==> src/rtl/image_processor_pkg.sv <==
// Shared constants and state types for the image processor command path.
// Header/trailer bytes, command codes, sequencer and streamer states.
package image_processor_pkg;

   localparam logic [7:0] HDR_BYTE0 = 8'hCD;
   localparam logic [7:0] HDR_BYTE1 = 8'hBA;
   localparam logic [7:0] TRL_BYTE  = 8'hA0;

   localparam logic [2:0] MODE_EDGE_DETECT  = 3'd1;
   localparam logic [2:0] MODE_EDGE_ENHANCE = 3'd2;
   localparam logic [2:0] MODE_NOISE_FILTER = 3'd3;
   localparam logic [2:0] MODE_HIST_STATS   = 3'd4;
   localparam logic [2:0] MODE_HIST_EQUAL   = 3'd5;
   localparam logic [2:0] MODE_BOUNDARY     = 3'd6;

   typedef enum logic [2:0] {
      ST_IDLE,
      ST_HDR1,
      ST_CMD0,
      ST_CMD1,
      ST_LOAD,
      ST_START,
      ST_WAIT,
      ST_SEND
   } state_t;

   typedef enum logic [2:0] {
      SS_IDLE,
      SS_ADDR,
      SS_SEND,
      SS_RISE,
      SS_FALL
   } stream_state_t;

   // Command byte is C0 with C a known filter mode.
   function automatic logic cmd_ok(input logic [7:0] b);
      return (b[3:0] == 4'h0)
          && (b[7:4] >= {1'b0, MODE_EDGE_DETECT})
          && (b[7:4] <= {1'b0, MODE_BOUNDARY});
   endfunction

endpackage

==> src/rtl/result_streamer.sv <==
// Streams result RAM bytes 0..N-1 out through the UART transmitter,
// one byte per full tx_busy rise/fall handshake.
module result_streamer
   import image_processor_pkg::*;
#(
   parameter int ADDR_W = 14
) (
   input  logic              clk,
   input  logic              rst,
   input  logic              start,
   input  logic              sel_i,
   input  logic [ADDR_W:0]   count,
   output logic              done,
   output logic              rd_sel,
   output logic [ADDR_W-1:0] rd_addr,
   input  logic [7:0]        rd_data,
   output logic [7:0]        tx_data,
   output logic              tx_start,
   input  logic              tx_busy
);

   stream_state_t     state_q, state_d;
   logic [ADDR_W-1:0] addr_q, addr_d;
   logic [ADDR_W:0]   count_q, count_d;
   logic [7:0]        tx_data_q, tx_data_d;
   logic              tx_start_q, tx_start_d;
   logic [ADDR_W:0]   addr_nxt;

   assign addr_nxt = {1'b0, addr_q} + (ADDR_W + 1)'(1);
   assign rd_sel   = sel_i;
   assign rd_addr  = addr_q;
   assign tx_data  = tx_data_q;
   assign tx_start = tx_start_q;

   // Per-byte handshake: address, read, send, wait busy rise then fall.
   always_comb begin
      state_d    = state_q;
      addr_d     = addr_q;
      count_d    = count_q;
      tx_data_d  = tx_data_q;
      tx_start_d = 1'b0;
      done       = 1'b0;
      unique case (state_q)
         SS_IDLE: begin
            if (start) begin
               addr_d  = '0;
               count_d = count;
               state_d = SS_ADDR;
            end
         end
         SS_ADDR: state_d = SS_SEND;
         SS_SEND: begin
            if (!tx_busy) begin
               tx_data_d  = rd_data;
               tx_start_d = 1'b1;
               state_d    = SS_RISE;
            end
         end
         SS_RISE: begin
            if (tx_busy) state_d = SS_FALL;
         end
         SS_FALL: begin
            if (!tx_busy) begin
               if (addr_nxt == count_q) begin
                  done    = 1'b1;
                  state_d = SS_IDLE;
               end else begin
                  addr_d  = addr_nxt[ADDR_W-1:0];
                  state_d = SS_ADDR;
               end
            end
         end
         default: state_d = SS_IDLE;
      endcase
   end

   // Streamer state and registered UART outputs.
   always_ff @(posedge clk or posedge rst) begin
      if (rst) begin
         state_q    <= SS_IDLE;
         addr_q     <= '0;
         count_q    <= '0;
         tx_data_q  <= '0;
         tx_start_q <= 1'b0;
      end else begin
         state_q    <= state_d;
         addr_q     <= addr_d;
         count_q    <= count_d;
         tx_data_q  <= tx_data_d;
         tx_start_q <= tx_start_d;
      end
   end

endmodule

==> src/rtl/command_sequencer.sv <==
// Top-level command parser/sequencer for the image processor.
// Optional LOAD idle timeout enabled by defining LOAD_TIMEOUT_EN.
module command_sequencer
   import image_processor_pkg::*;
#(
   parameter int IMAGE_WIDTH                 = 128,
   parameter int IMAGE_HEIGHT                = 128,
   parameter int HISTOGRAM_RAM_ADDRESS_WIDTH = 8,
   parameter int RD_ADDR_WIDTH               = 14,
   parameter int TIMEOUT_CYCLES              = 1_000_000
) (
   input  logic                     clk,
   input  logic                     rst,
   input  logic [7:0]               rx_data,
   input  logic                     rx_valid,
   output logic [7:0]               dec_data,
   output logic                     dec_valid,
   input  logic                     dec_done,
   output logic [2:0]               filter_mode,
   output logic                     filter_start,
   input  logic                     filter_done,
   output logic                     rd_sel,
   output logic [RD_ADDR_WIDTH-1:0] rd_addr,
   input  logic [7:0]               rd_data,
   output logic [7:0]               tx_data,
   output logic                     tx_start,
   input  logic                     tx_busy,
   output logic                     busy,
   output logic                     err_cmd
);

   localparam int CNT_W = RD_ADDR_WIDTH + 1;
   localparam logic [CNT_W-1:0] IMG_N =
      CNT_W'(IMAGE_WIDTH * IMAGE_HEIGHT);
   localparam logic [CNT_W-1:0] HIST_N =
      CNT_W'(1 << HISTOGRAM_RAM_ADDRESS_WIDTH);

   if ((TIMEOUT_CYCLES < 1)
      || (HISTOGRAM_RAM_ADDRESS_WIDTH > RD_ADDR_WIDTH)
      || ((longint'(1) << RD_ADDR_WIDTH)
          < longint'(IMAGE_WIDTH) * longint'(IMAGE_HEIGHT)))
   begin : g_bad_params
      $error("command_sequencer: inconsistent parameters");
   end

   state_t     state_q, state_d;
   logic [7:0] cmd_q, cmd_d;
   logic [2:0] mode_q, mode_d;
   logic       err_q, err_d;
   logic [7:0] dec_data_q, dec_data_d;
   logic       dec_valid_q, dec_valid_d;
   logic       stream_start, stream_done, hist_sel;
   logic [CNT_W-1:0] count_n;

`ifdef LOAD_TIMEOUT_EN
   localparam int TMO_W = $clog2(TIMEOUT_CYCLES + 1);
   localparam logic [TMO_W-1:0] TMO_MAX = TMO_W'(TIMEOUT_CYCLES);
   logic [TMO_W-1:0] tmo_q, tmo_d;
`endif

   assign hist_sel     = (mode_q == MODE_HIST_STATS);
   assign count_n      = hist_sel ? HIST_N : IMG_N;
   assign filter_mode  = mode_q;
   assign filter_start = (state_q == ST_START);
   assign busy         = (state_q != ST_IDLE);
   assign err_cmd      = err_q;
   assign dec_data     = dec_data_q;
   assign dec_valid    = dec_valid_q;

   // Frame parsing, decoder forwarding and job sequencing.
   always_comb begin
      state_d      = state_q;
      cmd_d        = cmd_q;
      mode_d       = mode_q;
      err_d        = err_q;
      dec_data_d   = dec_data_q;
      dec_valid_d  = 1'b0;
      stream_start = 1'b0;
`ifdef LOAD_TIMEOUT_EN
      tmo_d        = '0;
`endif
      unique case (state_q)
         ST_IDLE: begin
            if (rx_valid && rx_data == HDR_BYTE0) state_d = ST_HDR1;
         end
         ST_HDR1: begin
            if (rx_valid) begin
               unique case (1'b1)
                  (rx_data == HDR_BYTE1): begin
                     err_d   = 1'b0;
                     state_d = ST_CMD0;
                  end
                  (rx_data == HDR_BYTE0): state_d = ST_HDR1;
                  default:                state_d = ST_IDLE;
               endcase
            end
         end
         ST_CMD0: begin
            if (rx_valid) begin
               cmd_d   = rx_data;
               state_d = ST_CMD1;
            end
         end
         ST_CMD1: begin
            if (rx_valid) begin
               if (rx_data == TRL_BYTE && cmd_ok(cmd_q)) begin
                  mode_d  = cmd_q[6:4];
                  state_d = ST_LOAD;
               end else begin
                  err_d   = 1'b1;
                  state_d = ST_IDLE;
               end
            end
         end
         ST_LOAD: begin
            if (rx_valid) begin
               dec_valid_d = 1'b1;
               dec_data_d  = rx_data;
            end
`ifdef LOAD_TIMEOUT_EN
            if (rx_valid)             tmo_d = '0;
            else if (tmo_q != TMO_MAX) tmo_d = tmo_q + TMO_W'(1);
            else                      tmo_d = tmo_q;
            if (dec_done) begin
               state_d = ST_START;
            end else if (!rx_valid && tmo_q == TMO_MAX) begin
               err_d   = 1'b1;
               state_d = ST_IDLE;
            end
`else
            if (dec_done) state_d = ST_START;
`endif
         end
         ST_START: state_d = ST_WAIT;
         ST_WAIT: begin
            if (filter_done) begin
               stream_start = 1'b1;
               state_d      = ST_SEND;
            end
         end
         ST_SEND: begin
            if (stream_done) state_d = ST_IDLE;
         end
         default: state_d = ST_IDLE;
      endcase
   end

   // Sequencer state, latched command and decoder outputs.
   always_ff @(posedge clk or posedge rst) begin
      if (rst) begin
         state_q     <= ST_IDLE;
         cmd_q       <= '0;
         mode_q      <= '0;
         err_q       <= 1'b0;
         dec_data_q  <= '0;
         dec_valid_q <= 1'b0;
      end else begin
         state_q     <= state_d;
         cmd_q       <= cmd_d;
         mode_q      <= mode_d;
         err_q       <= err_d;
         dec_data_q  <= dec_data_d;
         dec_valid_q <= dec_valid_d;
      end
   end

`ifdef LOAD_TIMEOUT_EN
   // Saturating LOAD idle counter.
   always_ff @(posedge clk or posedge rst) begin
      if (rst) tmo_q <= '0;
      else     tmo_q <= tmo_d;
   end
`endif

   result_streamer #(
      .ADDR_W (RD_ADDR_WIDTH)
   ) u_streamer (
      .clk      (clk),
      .rst      (rst),
      .start    (stream_start),
      .sel_i    (hist_sel),
      .count    (count_n),
      .done     (stream_done),
      .rd_sel   (rd_sel),
      .rd_addr  (rd_addr),
      .rd_data  (rd_data),
      .tx_data  (tx_data),
      .tx_start (tx_start),
      .tx_busy  (tx_busy)
   );

endmodule
==> config.mk <==
export PLATFORM = sky130hd
export DESIGN_NAME = command_sequencer
export DESIGN_NICKNAME = d
export VERILOG_FILES = /design/src/rtl/image_processor_pkg.sv /design/src/rtl/result_streamer.sv /design/src/rtl/command_sequencer.sv
export SDC_FILE = /design/constraint.sdc
export NUM_CORES = 1
export LEC_CHECK = 0
export ABC_AREA = 1
export CAP_MARGIN = 20
export CORE_UTILIZATION = 46
export CTS_CLUSTER_DIAMETER = 200
export DETAILED_ROUTE_END_ITERATION = 7
export PLACE_DENSITY = 0.86
export SYNTH_ARGS = -nofsm -noshare
export SYNTH_HDL_FRONTEND = slang
export SYNTH_SLANG_ARGS = --single-unit
==> constraint.sdc <==
create_clock -name clk -period 1.9 [get_ports clk]
set_input_delay 0.38 -clock clk [delete_from_list [all_inputs] [get_ports clk]]
set_output_delay 0.38 -clock clk [all_outputs]
set_load 0.02 [all_outputs]
* Word-level counts from Yosys, hierarchy flattened
Index checks and enable logic that the tools add are counted.
** Storage, ports and cells
- Register bits :: 65
- Bits of input ports :: 22
- Output and inout port bits :: 39
- Word-level logic and storage cells :: 99
** Cells by class
- $add $sub $neg :: 1
- Magnitude comparators :: 2
- Equality and inequality tests :: 30
- Muxes and demuxes :: 35
- Bitwise logic cells :: 1
- Reductions and logical operators :: 19
** Operator list (count)
- 2-to-1 mux 14 bit :: 3
- 2-to-1 mux 3 bit :: 12
- inequality test 2 bit (second input constant) :: 14
- case mux 14 bit (2 select lines) :: 1
- == test 8 bit (second input constant) :: 3
- case mux 3 bit (8 select lines) :: 1
- == test 3 bit (second input constant) :: 6
- adder 14 x 1 -> 15 bit (second input constant) :: 1
- == test 15 bit :: 1
- 2-to-1 mux 15 bit :: 1
- case mux 3 bit (5 select lines) :: 1
- 2-to-1 mux 1 bit :: 14
- == test 3 x 2 -> 1 bit (second input constant) :: 4
- AND reduction 2 bit :: 4
- AND reduction 4 bit :: 2
- AND reduction 7 bit :: 1
- == test 3 x 1 -> 1 bit (second input constant) :: 2
- logical NOT 3 bit :: 2
- AND reduction 5 bit :: 1
- >= comparator 4 x 1 -> 1 bit (second input constant) :: 1
- less-or-equal comparator 4 x 3 -> 1 bit (second input constant) :: 1
- logical AND 1 bit :: 4
- logical NOT 4 bit :: 1
- case mux 2 bit (2 select lines) :: 1
- other kinds (5) :: 6

* Depth between registers and ports, before layout
Gate-level depths: netlist of the first run.
- Depth after elaboration :: 7
- Mapped depth :: 14
- Gate-level depth less buffers :: 14

* Modules after synthesis
A second synthesis of the first run with hierarchy kept.
** Second synthesis, totals
- Cells, all modules :: 572
- Area, all modules :: 4023.9 um^2
** By module, submodules not included
- result_streamer :: times used 1, cells each 407, area an instance 2713.9 um^2, sequential area each 1026.0 um^2
- command_sequencer :: times used 1, cells each 165, area an instance 1310.0 um^2, sequential area each 600.6 um^2

* Worst setup path before layout of the first run
Ideal clock, no wire load.
- Kind :: register to register
- From :: register u_streamer.addr_q[0] (netlist: u_streamer.rd_addr[0])
- To :: register u_streamer.addr_q[2] (netlist: u_streamer.rd_addr[2])
- Library setup time :: 118 ps
- Arrival time :: 1916 ps
- Data required time :: 1782 ps
- Path slack :: -134 ps
- Stages on the path, launching flop included :: 14
- Path buffers :: 1
- Clock period less this slack :: 2034 ps
- Path through :: dfrtp_1 ha_1 nand2_1 nor2_4 nand2_1 nand2_1 nand3_1 nand2_1 nand2_1 nor2_2 nand3_4 buf_2 nand4_1 nand2_1
** On the way
- Longest elaborated chain between the ends :: 4
- Elaborated cells between the ends (all ways) :: 7
- Classes of those cells :: add/sub: 1; eq/ne: 2; mux: 3; reduce/logical: 1
** Ends and longest elaborated chain
- from (decl) :: line result_streamer.sv:23 : logic [ADDR_W-1:0] addr_q, addr_d;
- from (signal assigned) :: line result_streamer.sv:87 : addr_q <= addr_d;
- adder 14 x 1 -> 15 bit (*) :: line result_streamer.sv:29 : assign addr_nxt = {1'b0, addr_q} + (ADDR_W + 1)'(1);
- == test 15 bit / 2-to-1 mux 14 bit (equally long branches) :: line result_streamer.sv:64 : if (addr_nxt == count_q) begin
- inequality test 2 bit (no line) / 2-to-1 mux 14 bit (equally long branches)
- AND reduction 4 bit (no line) / case mux 14 bit (2 select lines) (equally long branches)
Mark *: on every way between the ends. The rest lies on a longest branch, timed or not. The select of a mux whose other input is x is not followed.
A chain may end at the register's enable or synchronous reset.

* Final worst setup path of the first run
- From :: register u_streamer.addr_q[10] (netlist: u_streamer.rd_addr[10])
- To :: register u_streamer.addr_q[12] (netlist: u_streamer.rd_addr[12])
The elaborated chain is that of the path after synthesis.

==> results of run 1 <==
-- cells by family (layout without fill, tap and decap cells) --
kind of cell | after synthesis | after routing | share of synthesized area (%)
AO/OA/AOI/OAI | 41 | 41 | 7.35
XOR/XNOR | 1 | 1 | 0.303
adder cells (fa/ha/maj) | 2 | 2 | 0.864
buffers and inverters | 57 | 164 | 7.74
flip-flops | 52 | 52 | 44.9
AND/OR/NAND/NOR | 250 | 251 | 38.8
-- layout make-up --
class	instances	area share (%)
inverter	49	4.37
sequential	52	31.1
multi-input combinational	295	35.9
clock buffer	5	1.64
timing repair buffer	108	23.4
tap	75	2.23
clock inverter	2	1.43
-- per-layer routing --
metal	track usage [%]	up-vias	wire length, µm
met5	0	-	0
met3	6.29	18	612
li1	-	1524	-
met2	43.2	147	4070
met4	6.25	0	177
met1	29.5	1455	3350
-- registers in the layout, summed over array words and instances (netlist names) --
signal               count
u_streamer.rd_addr      14
cmd_q                    8
dec_data                 8
u_streamer.tx_data       8
filter_mode              3
state_q                  3
u_streamer.state_q       3
u_streamer.count_q       2
dec_valid                1
err_cmd                  1
u_streamer.tx_start      1
-- per-stage QoR --
stage / setup WS, ns / instance area, µm² / utilization (%)
final: -0.252 / 4210 / 70.2
after global routing: -0.302 / 4210 / 70.2
after CTS: -0.0315 / 4110 / 68.6
after detailed placement: -0.182 / 3840 / 64.1
after global placement: -0.0460 / 3840 / 64.1
after floorplan: 0.000515 / 2920 / -
-- worst max path at each step --
stage,startpoint,end,cells past startpoint,slack [ns]
2_1_floorplan,u_streamer.rd_addr[0],u_streamer.rd_addr[2],14,0.0005
3_3_place_gp,rx_data[7],state_q[1],10,-0.05
3_5_place_dp,rx_data[7],state_q[2],10,-0.18
4_1_cts,u_streamer.rd_addr[0],u_streamer.rd_addr[1],13,-0.03
5_1_grt,u_streamer.rd_addr[10],u_streamer.rd_addr[8],12,-0.30
6_report,u_streamer.rd_addr[10],u_streamer.rd_addr[12],12,-0.25
-- cell usage in the layout, fill, tap and decap left out, types with 7 or more instances in the layout --
cell,Yosys,routed
a21oi_1,9,9
nor2_4,3,7
nand2_2,0,9
nand2_1,143,133
nand3_1,23,18
dfrtp_1,52,48
buf_4,0,43
inv_1,49,48
nand4_1,24,24
o21ai_0,27,27
nor2_1,39,36
clkdlybuf4s50_1,0,57
-- timing repair --
action	4_1_cts	5_1_grt
setup buffers	10	3
endpoints found under the setup margin	21	22
cloned	0	1
pin swaps	12	17
gates resized for setup	21	17
-- power groups by stage --
stage,logic [mW],registers (mW),clock network (mW)
final,2.19,1.76,0.879
after CTS,2.12,1.75,0.894
after floorplan,1.00,1.92,0
after global placement,2.01,1.74,0
after detailed placement,2.08,1.76,0
after global routing,2.41,1.80,0.934
==> impl_metrics.tcl, run 1 <==
set metrics [dict create \
    gp_congestion 0.892 \
    worst_setup_path_start_kind "flip-flop" \
    cp_top_family "simple AND/OR/NAND/NOR gates" \
    ys_seq_elements 52 \
    p_switching_mw 1.94 \
    rr_startpoint "u_streamer.rd_addr[10]" \
    ff_latch_area_mm2 0.00131 \
    synthMostInstantiatedCell "nand2_1" \
    switching_share_pct 40.1 \
    required_ns 2.11 \
    violations "negative setup slack" \
    gr-total-overflow 0 \
    power.internal_mw 2.90 \
    pwr-share-comb_pct 45.4 \
    worstMarginPinSlew_ns 0.385 \
    synth_fp_nets 427 \
    pwr-share-seq_pct 36.4 \
    ys_warn_count 0 \
    cts_tree "done" \
    slowest_stage "dfrtp_1" \
    cpMostUsedCell "nand2_2" \
    synth_async_sr_flop_share_pct 100 \
    yosysSeqAreaShare_pct 44.9 \
    start_util_pct 48.3 \
    cts_hold_buf 0 \
    grt_pass1_vias 2840 \
    num_rows 28 \
    synth_cell_types 26 \
    core_area_mm2 0.00599 \
    cts_buffer_depth 2 \
    synth-edff-count 0 \
    yosys.area.top_type "dfrtp_1" \
    synth_flop_cell "dfrtp_1" \
    holdWs_ns 0.356 \
    syn_to_final_growth_pct 45.3 \
    io_buffers 60 \
    die_w_um 81.3 \
    drtIter0Drc 203 \
    numCtsBuffers 5 \
    ios 61 \
    rsz0062_at_grt "yes" \
    grt_pass1_wl_um 12500 \
    path_class "reg2reg" \
    syn_area_mm2 0.00290 \
    synth_top_area_share_pct 44.9 \
    crit_path_end_kind "flip-flop" \
    final_layout_size_suffix_gt1_share_pct 18.0 \
    place_hpwl_um 5420 \
    h-tree-depth 2 \
    ant_nets 0 \
    grt_usage_pct 24.5 \
    avgRoutedWirePerCell_um 14.0 \
    worst_slack_ns -0.252 \
    leakage_nw 1.99 \
    path_cells "nand2_1 > nor2_1 > nand3_2 > nand2_2 > nand2_2 > nor2_1 > nand2_2 > nor2_4 > nand3_4 > buf_6 > nand4_1 > nand2_1" \
    cts_root_buffer "clkbuf_8" \
    drc 0 \
    reg2regPathDepth 12 \
    netlist_top_cells_count "nand2_1, dfrtp_1, inv_1" \
    setup_viol 18 \
    critical-path-max-stage-delay_ns 0.49 \
    min_period_ns 2.15 \
    hold_class "in2async" \
    nFillCells 462 \
    dp_cells 565 \
    clock.fmax_ghz 0.465 \
    instances_no_fill 586 \
    synth.area.top_cells "dfrtp_1, nand2_1, inv_1, nand4_1, nor2_1" \
    finClkSkew_ns 0.0128 \
    fin_nets 535 \
    grt_start_max_net_pins 31 \
    insertion_delay_ns 0.30 \
    die_y_um 81.3 \
    ir_drop_mv 0.861 \
    crit_fanout 7 \
    period_share_pct 113 \
    clkPwrFrac_pct 18.2 \
    clk_pin_slew_ns 0.10 \
    n_antenna_cell 0 \
    reg2reg_slack_ns -0.25 \
    first_pass_iters 5 \
    antenna_found_initial 0 \
    cts_sinks 52 \
    report.power.total_mw 4.83 \
    finalMaxSlewViolations 0 \
    p_per_area_mw_per_mm2 1150 \
    syn_inst 403 \
    avgViaCountPerCell 5.37 \
    avgSynthCellArea_um2 7.18 \
    cp_data_arrival_time_ns 2.36 \
    routed_wl_um 8210 \
    vias 3144 \
    setup_tns_ns -3.86 \
    rr_endpoint "u_streamer.rd_addr[12]" \
    critPathBufInv 1 \
    finalHoldViolCount 0 \
    design.die.area_mm2 0.00662 \
    drv_cap 0 \
    relSlewSlack_pct 74.3 \
    multi_input_area_mm2 0.00151 \
    run_status "finished, violations left" \
]
Power figures use the tool's default switching activity.
==> inputs of run 2 (changes only) <==
Settings changed: CORE_UTILIZATION 46 to 51, PLACE_DENSITY 0.86 to 0.9.
Clock period 1.9 ns to 2.35 ns, I/O delays scaled along.
==> run 2 against run 1 <==
The flow now finishes without violations. Non-clock buffer count decreased by 41. Via count decreased by 7.5%. Clock-buffer cell count unchanged. Sequential cell count unchanged. Cell count decreased by 7.2%.
==> impl_metrics.tcl, run 2 (synthesis gave the netlist of run 1 again) <==
set metrics [dict create \
    n_antenna_cell 0 \
    ant_nets 0 \
    power.internal_mw 2.15 \
    syn_to_final_growth_pct 29.6 \
    placed_area_mm2 0.00361 \
    switching_share_pct 41.5 \
    worstMarginPinSlew_ns 0.543 \
    first_pass_iters 5 \
    crit_fanout 3 \
    cp_data_arrival_time_ns 1.76 \
    die_y_um 77.3 \
    drtIter0Drc 231 \
    antenna_found_initial 0 \
    cts_sinks 52 \
    postLayoutCellArea_mm2 0.00375 \
    drc 0 \
    avgRoutedWirePerCell_um 13.1 \
    p_switching_mw 1.53 \
    setup_viol 0 \
    mostFrequentLayoutCells "nand2_1, clkdlybuf4s50_1, dfrtp_1, inv_1, nor2_1" \
    hold_class "reg2reg" \
    largest_reg_flops 14 \
    ir_drop_mv 0.658 \
    grt_pass1_vias 2637 \
    grt_usage_pct 24.4 \
    crit_path_end_kind "output pin" \
    required_ns 1.88 \
    finalMaxSlewViolations 0 \
    critPathBufInv 1 \
    slowest_stage "clkdlybuf4s50_1" \
    clk_pin_slew_ns 0.09 \
    design.die.area_mm2 0.00598 \
    period_share_pct 94.8 \
    die_w_um 77.3 \
    final_common_cell "nand2_1" \
    clock.fmax_ghz 0.449 \
    pwr-share-seq_pct 38.5 \
    core_area_mm2 0.00547 \
    io_buffers 60 \
    fin_nets 495 \
    final_layout_size_suffix_gt1_share_pct 5.93 \
    path_cells "nor3b_1 > clkdlybuf4s50_1" \
    place_hpwl_um 5030 \
    run_status "finished, final reports clean" \
    min_period_ns 2.23 \
    gr-total-overflow 0 \
    critical-path-max-stage-delay_ns 0.68 \
    worst_setup_path_start_kind "flip-flop" \
    p_per_area_mw_per_mm2 980 \
    numCtsBuffers 5 \
    nFillCells 467 \
    start_util_pct 52.9 \
    finalHoldViolCount 0 \
    leakage_nw 1.74 \
    clkPwrFrac_pct 16.8 \
    grt_start_max_net_pins 30 \
    finClkSkew_ns 0.00601 \
    path_class "reg2out" \
    gp_congestion 0.934 \
    cts_root_buffer "clkbuf_8" \
    routed_wl_um 7140 \
    avgViaCountPerCell 5.35 \
    pwr-share-comb_pct 44.7 \
    vias 2908 \
    ios 61 \
    grt_pass1_wl_um 11700 \
    num_rows 27 \
    drv_cap 0 \
    h-tree-depth 2 \
    cts_buffer_depth 2 \
    cp_top_family "buffers and inverters" \
    insertion_delay_ns 0.30 \
    report.power.total_mw 3.68 \
    relSlewSlack_pct 63.7 \
    cts_tree "done" \
]
==> run 2: changes by cell type in the layout (fill, tap and decap cells not counted), sizes merged <==
cell           change
clkinv             +1
clkdlybuf4s50      +3
dlygate4sd2        -3
nand3              +1
clkinvlp           +1
bufinv             -1
buf               -41
==> run 2: power by group through the flow <==
| stage | Sequential (mW) | Clock (mW) | Combinational (mW) |
|---|---|---|---|
| after global routing | 1.45 | 0.669 | 1.81 |
| after floorplan | 1.55 | 0 | 0.810 |
| final | 1.42 | 0.619 | 1.64 |
| after CTS | 1.40 | 0.625 | 1.60 |
| after global placement | 1.40 | 0 | 1.54 |
| after detailed placement | 1.41 | 0 | 1.59 |
==> run 2: timing repair <==
action	in CTS	in global routing
setup endpoints to repair	0	15
hold buffers	0	0
resized for setup	0	2
setup buffers	0	0
==> run 2: layout make-up <==
type	count	area, µm²	area share [%]
timing repair buffer	67	666	17.7
clock buffer	5	68.8	1.83
inverter	49	184	4.90
tap	72	90.1	2.40
multi-input combinational	296	1400	37.3
clock inverter	3	42.5	1.13
sequential	52	1300	34.7
==> run 2: per-stage QoR <==
stage / utilization (%) / TNS (ns) / hold WS (ns) / std cells / setup slack, ns
after floorplan: - / 0 / 0.474 / 403 / 0.316
after global placement: 66.0 / 0 / 0.456 / 534 / 0.210
after detailed placement: 66.0 / 0 / 0.458 / 534 / 0.0973
after CTS: 68.0 / 0 / 0.480 / 542 / 0.126
after global routing: 68.5 / -0.0157 / 0.512 / 544 / -0.0157
final: 68.5 / 0 / 0.477 / 544 / 0.122
==> run 2: path summary, 6_finish.rpt <==
path | to | from | slack [ns] | cells after the start
max | rd_sel | filter_mode[1] | 0.12 | 2
min | u_streamer.tx_data[2] | u_streamer.tx_data[2] | 0.48 | 2
max reg2reg | u_streamer.rd_addr[10] | u_streamer.rd_addr[1] | 0.14 | 13
min reg2reg | u_streamer.tx_data[2] | u_streamer.tx_data[2] | 0.48 | 2
max in group asynchronous | state_q[1] | rst | 1.29 | 3
min in group asynchronous | u_streamer.rd_addr[2] | rst | 0.52 | 2
==> run 2: routing by layer <==
| layer | vias up | routed length [µm] | track usage, % |
|---|---|---|---|
| met5 | - | 0 | 0 |
| met1 | 1331 | 3080 | 32.3 |
| met4 | 0 | 139 | 6.60 |
| met3 | 18 | 482 | 4.82 |
| li1 | 1438 | - | - |
| met2 | 121 | 3430 | 40.9 |
==> run 2: worst min-delay path, stage by stage (launching register included) <==
cell and delay, ns:
dfrtp_1 0.35, nand2_1 0.06, nand2_1 0.05
